==> src/rtl/hazard_scoreboard.sv <==
// rtl/hazard_scoreboard.sv - D-stage data/HILO hazard scoreboard with forwarding selects
// Optional perf counters enabled by HAZARD_SCOREBOARD_PERF_EN.
module hazard_scoreboard #(
    parameter int DEPTH   = 3,
    parameter int REG_AW  = 5,
    parameter int TW      = 2,
    parameter int MUL_LAT = 5,
    parameter int DIV_LAT = 10,
    parameter int CNT_W   = 4,
    localparam int SW     = $clog2(DEPTH + 1)
) (
    input  logic              clk,
    input  logic              reset_n,
    input  logic              d_valid,
    input  logic [REG_AW-1:0] d_rs,
    input  logic [REG_AW-1:0] d_rt,
    input  logic [TW-1:0]     d_tuse_rs,
    input  logic [TW-1:0]     d_tuse_rt,
    input  logic [REG_AW-1:0] d_dst,
    input  logic [TW-1:0]     d_tnew,
    input  logic              d_md_start,
    input  logic              d_md_div,
    input  logic              d_uses_hilo,
    input  logic              flush,
    output logic              stall,
    output logic [SW-1:0]     fwd_sel_rs,
    output logic [SW-1:0]     fwd_sel_rt,
    output logic              md_busy,
    output logic [31:0]       perf_data_stall,
    output logic [31:0]       perf_hilo_stall
);

    localparam logic [TW-1:0] TUSE_NONE = '1;

    logic [DEPTH-1:0]  slot_valid;
    logic [REG_AW-1:0] slot_dst  [DEPTH];
    logic [TW-1:0]     slot_tnew [DEPTH];
    logic [CNT_W-1:0]  md_cnt;

    logic              hit_rs, hit_rt;
    logic [SW-1:0]     k_rs, k_rt;
    logic [TW-1:0]     tn_rs, tn_rt;
    logic              dstall_rs, dstall_rt;
    logic              data_stall, hilo_stall, issue;

    // Scan oldest to youngest so the youngest matching slot overwrites older ones.
    always_comb begin
        hit_rs = 1'b0;
        hit_rt = 1'b0;
        k_rs   = '0;
        k_rt   = '0;
        tn_rs  = '0;
        tn_rt  = '0;
        for (int i = DEPTH - 1; i >= 0; i--) begin
            if (slot_valid[i] && d_rs != '0 && slot_dst[i] == d_rs) begin
                hit_rs = 1'b1;
                k_rs   = SW'(i + 1);
                tn_rs  = slot_tnew[i];
            end
            if (slot_valid[i] && d_rt != '0 && slot_dst[i] == d_rt) begin
                hit_rt = 1'b1;
                k_rt   = SW'(i + 1);
                tn_rt  = slot_tnew[i];
            end
        end
    end

    assign dstall_rs  = hit_rs && (d_tuse_rs != TUSE_NONE) && (tn_rs > d_tuse_rs);
    assign dstall_rt  = hit_rt && (d_tuse_rt != TUSE_NONE) && (tn_rt > d_tuse_rt);
    assign md_busy    = (md_cnt != '0);
    assign data_stall = ~flush & d_valid & (dstall_rs | dstall_rt);
    assign hilo_stall = ~flush & d_valid & d_uses_hilo & md_busy;
    assign stall      = data_stall | hilo_stall;
    assign issue      = d_valid & ~stall & ~flush;
    assign fwd_sel_rs = (hit_rs && !dstall_rs) ? k_rs : '0;
    assign fwd_sel_rt = (hit_rt && !dstall_rt) ? k_rt : '0;

    always_ff @(posedge clk or negedge reset_n) begin
        if (!reset_n) begin
            slot_valid <= '0;
            for (int i = 0; i < DEPTH; i++) begin
                slot_dst[i]  <= '0;
                slot_tnew[i] <= '0;
            end
        end else begin
            slot_valid[0] <= issue && (d_dst != '0);
            slot_dst[0]   <= d_dst;
            slot_tnew[0]  <= d_tnew;
            for (int i = 1; i < DEPTH; i++) begin
                slot_valid[i] <= slot_valid[i-1] & ~flush;
                slot_dst[i]   <= slot_dst[i-1];
                slot_tnew[i]  <= (slot_tnew[i-1] != '0) ? slot_tnew[i-1] - TW'(1) : '0;
            end
        end
    end

    // A flushed md start never issues, so it cannot reload an in-progress count.
    always_ff @(posedge clk or negedge reset_n) begin
        if (!reset_n) begin
            md_cnt <= '0;
        end else if (issue && d_md_start) begin
            md_cnt <= d_md_div ? CNT_W'(DIV_LAT) : CNT_W'(MUL_LAT);
        end else if (md_cnt != '0) begin
            md_cnt <= md_cnt - CNT_W'(1);
        end
    end

`ifdef HAZARD_SCOREBOARD_PERF_EN
    always_ff @(posedge clk or negedge reset_n) begin
        if (!reset_n) begin
            perf_data_stall <= '0;
            perf_hilo_stall <= '0;
        end else begin
            if (data_stall && perf_data_stall != '1)
                perf_data_stall <= perf_data_stall + 32'd1;
            if (hilo_stall && !data_stall && perf_hilo_stall != '1)
                perf_hilo_stall <= perf_hilo_stall + 32'd1;
        end
    end
`else
    assign perf_data_stall = 32'd0;
    assign perf_hilo_stall = 32'd0;
`endif

endmodule

==> config.mk <==
export PLATFORM = sky130hd
export DESIGN_NAME = hazard_scoreboard
export DESIGN_NICKNAME = d
export VERILOG_FILES = /design/src/rtl/hazard_scoreboard.sv
export SDC_FILE = /design/constraint.sdc
export NUM_CORES = 1
export LEC_CHECK = 0
export ABC_AREA = 1
export CORE_UTILIZATION = 46
export CTS_CLUSTER_DIAMETER = 40
export DETAILED_ROUTE_END_ITERATION = 6
export GPL_TIMING_DRIVEN = 0
export PLACE_DENSITY = 0.86
export SLEW_MARGIN = 15
export SYNTH_ARGS = -nofsm -noshare
export SYNTH_HDL_FRONTEND = slang
export SYNTH_SLANG_ARGS = --single-unit
==> constraint.sdc <==
create_clock -name clk -period 5.4 [get_ports clk]
set_input_delay 0.81 -clock clk [delete_from_list [all_inputs] [get_ports clk]]
set_output_delay 0.81 -clock clk [all_outputs]
set_load 0.1 [all_outputs]
==> results of run 1 <==
[power by group through the flow]
stage / logic (W) / registers, W / clock network [W]
floorplan: 0.000360 / 0.000256 / 0
global placement: 0.000410 / 0.000259 / 0
detailed placement: 0.000417 / 0.000261 / 0
CTS: 0.000418 / 0.000257 / 0.000118
global route: 0.000449 / 0.000260 / 0.000126
finish: 0.000419 / 0.000258 / 0.000114
[worst min-delay path by stage]
stage | startpoint | to | slack (ns) | cells past startpoint
6_report | slot_dst[6] | slot_dst[1] | 0.42 | 0
3_3_place_gp | slot_dst[6] | slot_dst[1] | 0.39 | 0
2_1_floorplan | slot_dst[6] | slot_dst[1] | 0.37 | 0
5_1_grt | slot_dst[6] | slot_dst[1] | 0.43 | 0
3_5_place_dp | slot_dst[6] | slot_dst[1] | 0.40 | 0
4_1_cts | slot_dst[6] | slot_dst[1] | 0.42 | 0
[metrics by stage]
| stage | setup slack (ns) | hold slack (ns) | utilization | cells | power, W |
|---|---|---|---|---|---|
| after floorplan | 0.209 | 0.374 | - | 383 | 0.000616 |
| after global placement | -0.0887 | 0.394 | 0.619 | 483 | 0.000669 |
| after detailed placement | -0.162 | 0.401 | 0.618 | 483 | 0.000679 |
| after CTS | 0.116 | 0.423 | 0.627 | 486 | 0.000793 |
| after global routing | 0.102 | 0.431 | 0.628 | 486 | 0.000835 |
| final | 0.301 | 0.422 | 0.628 | 486 | 0.000790 |
[critical path: stages]
cell and delay (ns):
clkdlybuf4s50_1 0.54, inv_1 0.11, nand2_1 0.07, nand4_1 0.07, nor2_1 0.17, nand2_2 0.11, inv_1 0.10, nor2_1 0.07
a221oi_1 0.26, a21oi_1 0.07, ha_1 0.30, a221oi_1 0.51, nor2_1 0.10, clkdlybuf4s50_1 0.99
[layer usage]
layer  GRT usage  wire length [µm]  up-vias
met1       0.213              1840      853
met3      0.0264               419        2
met2       0.321              2180       92
met5           0                 0        -
met4      0.0414                19        0
li1            -                 -     1050
[registers in the layout, indices dropped and copies added (netlist names)]
| register | cells |
|---|---|
| slot_dst | 15 |
| slot_tnew | 6 |
| md_cnt | 4 |
| slot_valid | 3 |
[cells by family after synthesis]
| family | share of synthesized area |
|---|---|
| other | 0.00164 |
| and+or+nand+nor | 0.276 |
| buffers and inverters | 0.293 |
| xor gates and xnor gates | 0.0306 |
| adders and majority gates | 0.0328 |
| DFF | 0.306 |
| AOI/OAI and AO/OA | 0.0596 |
[layout by cell type, fill, tap and decap left out]
cell,n
nor2_4,2
nor2_1,25
a211oi_1,2
inv_2,8
xnor2_1,5
nand2_2,9
buf_4,64
nand2_1,81
nand4_1,1
nor3_2,1
clkbuf_8,3
ha_1,6
clkinv_1,1
xor2_1,3
clkdlybuf4s50_1,28
dfrtp_1,28
nor2_2,3
nand3_1,10
inv_1,42
nand3_2,4
conb_1,64
o211ai_1,1
a221oi_1,4
clkbuf_2,1
nor3_1,2
a21oi_1,11
buf_2,1
dlymetal6s2s_1,3
o21ai_0,2
a21oi_2,1
nand4_2,2
o21ai_1,1
[area by class of cell]
type / count / area, µm²
buffer: 64 / 480
clock buffer: 3 / 41.3
fill: 436 / 1770
inverter: 51 / 191
multi-input combinational: 240 / 1160
sequential: 28 / 701
tap: 67 / 83.8
timing repair buffer: 33 / 328
==> impl_metrics.env, run 1 <==
export IMPL_status="finished, final reports clean"
export IMPL_numPortBuffers=33
export IMPL_drt_wirelength_per_cell_um=9.17
export IMPL_dpl_cell_area_um2=2940
export IMPL_clock_skew_ns=0.00381
export IMPL_arrival_ns=4.29
export IMPL_die_h_um=72.6
export IMPL_switching_share=0.504
export IMPL_grt_setup_unrepaired="false"
export IMPL_fin_setup_tns_ns=0
export IMPL_reg2regPathDepth=16
export IMPL_p_clk_frac=0.144
export IMPL_diodes=0
export IMPL_hold_buffers=0
export IMPL_p_leak_nw=1.82
export IMPL_root_buffer="clkbuf_8"
export IMPL_netSwitchingPower_w=0.000398
export IMPL_synth_avg_cell_area_um2=7.16
export IMPL_vias=1997
export IMPL_place_congestion=0.869
export IMPL_ys_types=26
export IMPL_synth_most_common_cell="nand2_1"
export IMPL_r2r_end="md_cnt[3]"
export IMPL_r2r_slack_ns=2.44
export IMPL_clkTransAtPathRegs_ns=0.09
export IMPL_first_pass_iters=4
export IMPL_power_internal_w=0.000392
export IMPL_period_minus_slack_ns=5.10
export IMPL_synthTopCellsByArea="dfrtp_1 (31%), buf_4 (21%), nand2_1 (13%)"
export IMPL_cp_start_kind="input pin"
export IMPL_slew_headroom=0.350
export IMPL_io_pins=98
export IMPL_grt_pass1_wl_um=7160
export IMPL_core_area_um2=4750
export IMPL_grt_max_degree=29
export IMPL_drc=0
export IMPL_critical_path_class="in2out"
export IMPL_crit_start="d_rs[2]"
export IMPL_ir_drop_mv=0.217
export IMPL_synth_ff_type="dfrtp_1"
export IMPL_crit_fanout=4
export IMPL_ys_warn_count=0
export IMPL_htree_levels=1
export IMPL_p_seq_frac=0.326
export IMPL_slew_violations=0
export IMPL_power_density_nw_per_um2=265
export IMPL_synth_edf_count=0
export IMPL_syn2layout_area_growth_pct=30.3
export IMPL_synthCells=320
export IMPL_tightest_slew_ns=0.971
export IMPL_yosys_top_cells_count="nand2_1 (81), buf_4 (64), inv_1 (42)"
export IMPL_cts_tree="done"
export IMPL_post_cts_buffers=0
export IMPL_hold_violations=0
export IMPL_ant_nets=0
export IMPL_die_w_um=72.6
export IMPL_drive_gt1_frac=0.236
export IMPL_dp_hpwl_um=3830
export IMPL_synth_top_area_share=0.306
export IMPL_setup_worst_path_end="fwd_sel_rs[0]"
export IMPL_grt_usage=0.174
export IMPL_cp_required_ns=4.59
export IMPL_maxCapViolCount=0
export IMPL_numCtsBuffers=3
export IMPL_yosysTopAreaCell="dfrtp_1"
export IMPL_synthArstFlopShare=1.00
export IMPL_clkLatencyLatePin_ns=0.27
export IMPL_cts_resized=1
export IMPL_clkSinkCount=28
export IMPL_die_area_um2=5260
export IMPL_final_area_um2=2980
export IMPL_synth_area_um2=2290
export IMPL_setup_viol=0
export IMPL_start_util=0.482
export IMPL_p_comb_frac=0.530
export IMPL_r2r_start="slot_dst[8]"
export IMPL_hold_class="reg2reg"
export IMPL_drtIter0Drc=67
export IMPL_post_route_period_util=0.944
export IMPL_ys_ff_latch=28
export IMPL_vias_per_cell=4.11
export IMPL_grt_pass1_vias=1696
export IMPL_antenna_found_initial=0
export IMPL_fmax_mhz=196
export IMPL_wl_um=4460
export IMPL_critPathCaptureType="output port"
export IMPL_clockBufferDepth=2
export IMPL_globalRouteOverflowTotal=0
export IMPL_nNetsFinal=455
export IMPL_ys_seq_area_frac=0.306
export IMPL_rows=25
No activity file was read; power rests on OpenSTA's default activity.
==> run 2: changes to the inputs <==
- ABC_AREA: 1 -> 0
- CORE_UTILIZATION: 46 -> 44
- HOLD_SLACK_MARGIN: not set -> 0.12
- TNS_END_PERCENT: not set -> 10
==> run 2 against run 1 <==
Area after synthesis decreased by 11%. Power decreased by 4.0%. Setup slack about the same. Die area decreased by 7.1%. First-iteration DRC count decreased by 64%. Clock skew increased by 0.0012 ns. Critical path depth decreased by 2. Non-clock buffer count unchanged.
==> impl_metrics.env, run 2 <==
export IMPL_grt_max_degree=29
export IMPL_whs_path_depth=0
export IMPL_globalRouteOverflowTotal=0
export IMPL_synth_simple_area_share=0.139
export IMPL_crit_family="buffers and inverters"
export IMPL_drc=0
export IMPL_tightest_slew_ns=0.962
export IMPL_clkTransAtPathRegs_ns=0.08
export IMPL_clock_skew_ns=0.00498
export IMPL_ant_nets=0
export IMPL_drt_wirelength_per_cell_um=9.94
export IMPL_p_leak_nw=1.39
export IMPL_vias=1503
export IMPL_hold_start="slot_dst[10]"
export IMPL_diodes=0
export IMPL_first_pass_iters=4
export IMPL_rows=24
export IMPL_yosysTopAreaCell="dfrtp_1"
export IMPL_reg_largest_list="slot_dst: 15 flops, slot_tnew: 6 flops, md_cnt: 4 flops"
export IMPL_crit_fanout=5
export IMPL_layout_common_cells="buf_4 (64), conb_1 (64), dfrtp_1 (28)"
export IMPL_synth_xor_area_frac=0.138
export IMPL_r2r_slack_ns=2.15
export IMPL_r2r_start="slot_dst[9]"
export IMPL_ys_warn_count=0
export IMPL_die_h_um=69.9
export IMPL_period_minus_slack_ns=5.10
export IMPL_post_route_period_util=0.944
export IMPL_ir_drop_mv=0.282
export IMPL_nNetsFinal=343
export IMPL_synth_compound_area_frac=0.0567
export IMPL_numCtsBuffers=3
export IMPL_synth_most_common_cell="buf_4"
export IMPL_synth_adder_area_share=0.0370
export IMPL_maxCapViolCount=0
export IMPL_critPathCaptureType="output port"
export IMPL_clkLatencyLatePin_ns=0.26
export IMPL_synth_area_um2=2030
export IMPL_ys_ff_latch=28
export IMPL_crit_buf_inv=2
export IMPL_crit_start="d_rt[2]"
export IMPL_ys_seq_area_frac=0.345
export IMPL_path_depth=12
export IMPL_synthCells=208
export IMPL_pre_cts_slack_ns=-0.644
export IMPL_fillCellCount=369
export IMPL_start_util=0.463
export IMPL_synthTopCellsByArea="dfrtp_1 (35%), buf_4 (24%), xnor2_1 (8.2%)"
export IMPL_synth_avg_cell_area_um2=9.76
export IMPL_regMostFlops="slot_dst"
export IMPL_synth_mux_area_fraction=0.0308
export IMPL_clockBufferDepth=2
export IMPL_arrival_ns=4.29
export IMPL_worst_slack_ns=0.300
export IMPL_cp_start_kind="input pin"
export IMPL_clkSinkCount=28
export IMPL_ys_types=33
export IMPL_die_w_um=69.9
export IMPL_setup_viol=0
export IMPL_die_area_um2=4890
export IMPL_slew_violations=0
export IMPL_numPortBuffers=33
export IMPL_dp_hpwl_um=3120
export IMPL_synth_top_area_share=0.345
export IMPL_crit_chain="clkdlybuf4s50_1 > or4_1 > nor2_2 > nor4_2 > nor2b_1 > a22oi_1 > o21ai_0 > ha_1 > a21oi_1 > a221oi_1 > nor3_1 > dlygate4sd2_1"
export IMPL_critical_path_class="in2out"
export IMPL_fmax_mhz=196
export IMPL_wl_um=3570
export IMPL_reg2regPathDepth=12
export IMPL_htree_levels=1
export IMPL_hold_class="reg2reg"
export IMPL_hold_violations=0
export IMPL_root_buffer="clkbuf_8"
export IMPL_synth_edf_count=0
export IMPL_cp_required_ns=4.59
export IMPL_largest_reg_flops=15
export IMPL_grt_usage=0.147
export IMPL_synth_ff_type="dfrtp_1"
export IMPL_critical_path_max_stage_delay_ns=0.87
export IMPL_synth_top_family_by_area="buffers and inverters"
export IMPL_drive_gt1_frac=0.267
export IMPL_place_congestion=0.807
export IMPL_slew_headroom=0.357
export IMPL_cts_tree="done"
export IMPL_synthArstFlopShare=1.00
export IMPL_grt_pass1_vias=1375
export IMPL_io_pins=98
export IMPL_slowest_stage="dlygate4sd2_1"
export IMPL_power_density_nw_per_um2=280
export IMPL_core_area_um2=4380
export IMPL_dpl_cell_area_um2=2660
export IMPL_final_area_um2=2710
export IMPL_antenna_found_initial=0
export IMPL_drtIter0Drc=24
export IMPL_syn2layout_area_growth_pct=33.5
export IMPL_status="finished, final reports clean"
export IMPL_grt_setup_unrepaired="false"
export IMPL_grt_pass1_wl_um=5860
export IMPL_vias_per_cell=4.19
export IMPL_yosys_top_cells_count="buf_4 (64), dfrtp_1 (28), xnor2_1 (19)"
## run 2: worst register-to-register path, stage by stage (launching register included)
cell and delay [ns]:
dfrtp_1 0.43, xnor2_1 0.20, nand4_1 0.14, nor4_2 0.40
nor2b_1 0.15, a22oi_1 0.15, o21ai_0 0.11, ha_1 0.33
a21oi_1 0.06, a221oi_1 0.42, o31ai_2 0.20, nand4_2 0.21
mux2_2 0.35
## run 2: layer usage
metal / wire length, µm / track usage / vias to the layer above
li1: - / - / 765
met1: 1330 / 0.163 / 667
met2: 1920 / 0.288 / 69
met3: 298 / 0.0274 / 2
met4: 18 / 0.0267 / 0
met5: 0 / 0 / -
## run 2: cell families (layout without fill, tap and decap cells)
kind of cell | Yosys count | in the layout
mux | 6 | 6
simple gates | 48 | 48
xor+xnor | 32 | 32
other cells | 1 | 64
fa+ha+maj | 6 | 6
flops | 28 | 28
buf+inv | 72 | 108
compound gates | 15 | 15
## run 2: path summary, 6_finish.rpt
check	to
setup / recovery	fwd_sel_rt[1]
hold / removal	slot_dst[5]
setup reg to reg	md_cnt[1]
hold reg to reg	slot_dst[5]
max in group asynchronous	slot_dst[0]
min in group asynchronous	slot_valid[0]
## run 2: what timing repair did
| action | CTS | global route |
|---|---|---|
| setup buffers | 0 | 0 |
| resized for setup | 10 | 4 |
| pin swaps | 0 | 0 |
| hold buffers | 0 | 0 |
| endpoints found under the setup margin | 5 | 2 |
## run 2: area by class of cell
| cell class | instances | area, µm² | share of cell area |
|---|---|---|---|
| Multi-Input combinational cell | 171 | 1070 | 0.397 |
| Sequential cell | 28 | 701 | 0.259 |
| Buffer | 64 | 480 | 0.177 |
| Timing Repair Buffer | 33 | 318 | 0.117 |
| Tap cell | 52 | 65.1 | 0.0240 |
| Clock buffer | 3 | 41.3 | 0.0152 |
| Inverter | 8 | 30.0 | 0.0111 |
## run 2: stage by stage
stage               instances  hold slack (ns)  TNS (ns)  utilization  total power, W
finish                    359            0.441         0        0.618        0.000759
global route              359            0.451         0        0.618        0.000793
CTS                       359            0.442         0        0.619        0.000762
detailed placement        356            0.421     -1.30        0.607        0.000656
global placement          356            0.420     -1.11        0.607        0.000647
floorplan                 271            0.409   -0.0280            -        0.000598
## run 2: where the power goes
part | leakage (nW) | switching [W] | internal (W) | total, W
Clock | 0.0216 | 0.0000560 | 0.0000499 | 0.000106
Sequential | 0.339 | 0.0000194 | 0.000235 | 0.000254
Combinational | 1.03 | 0.000289 | 0.000110 | 0.000398
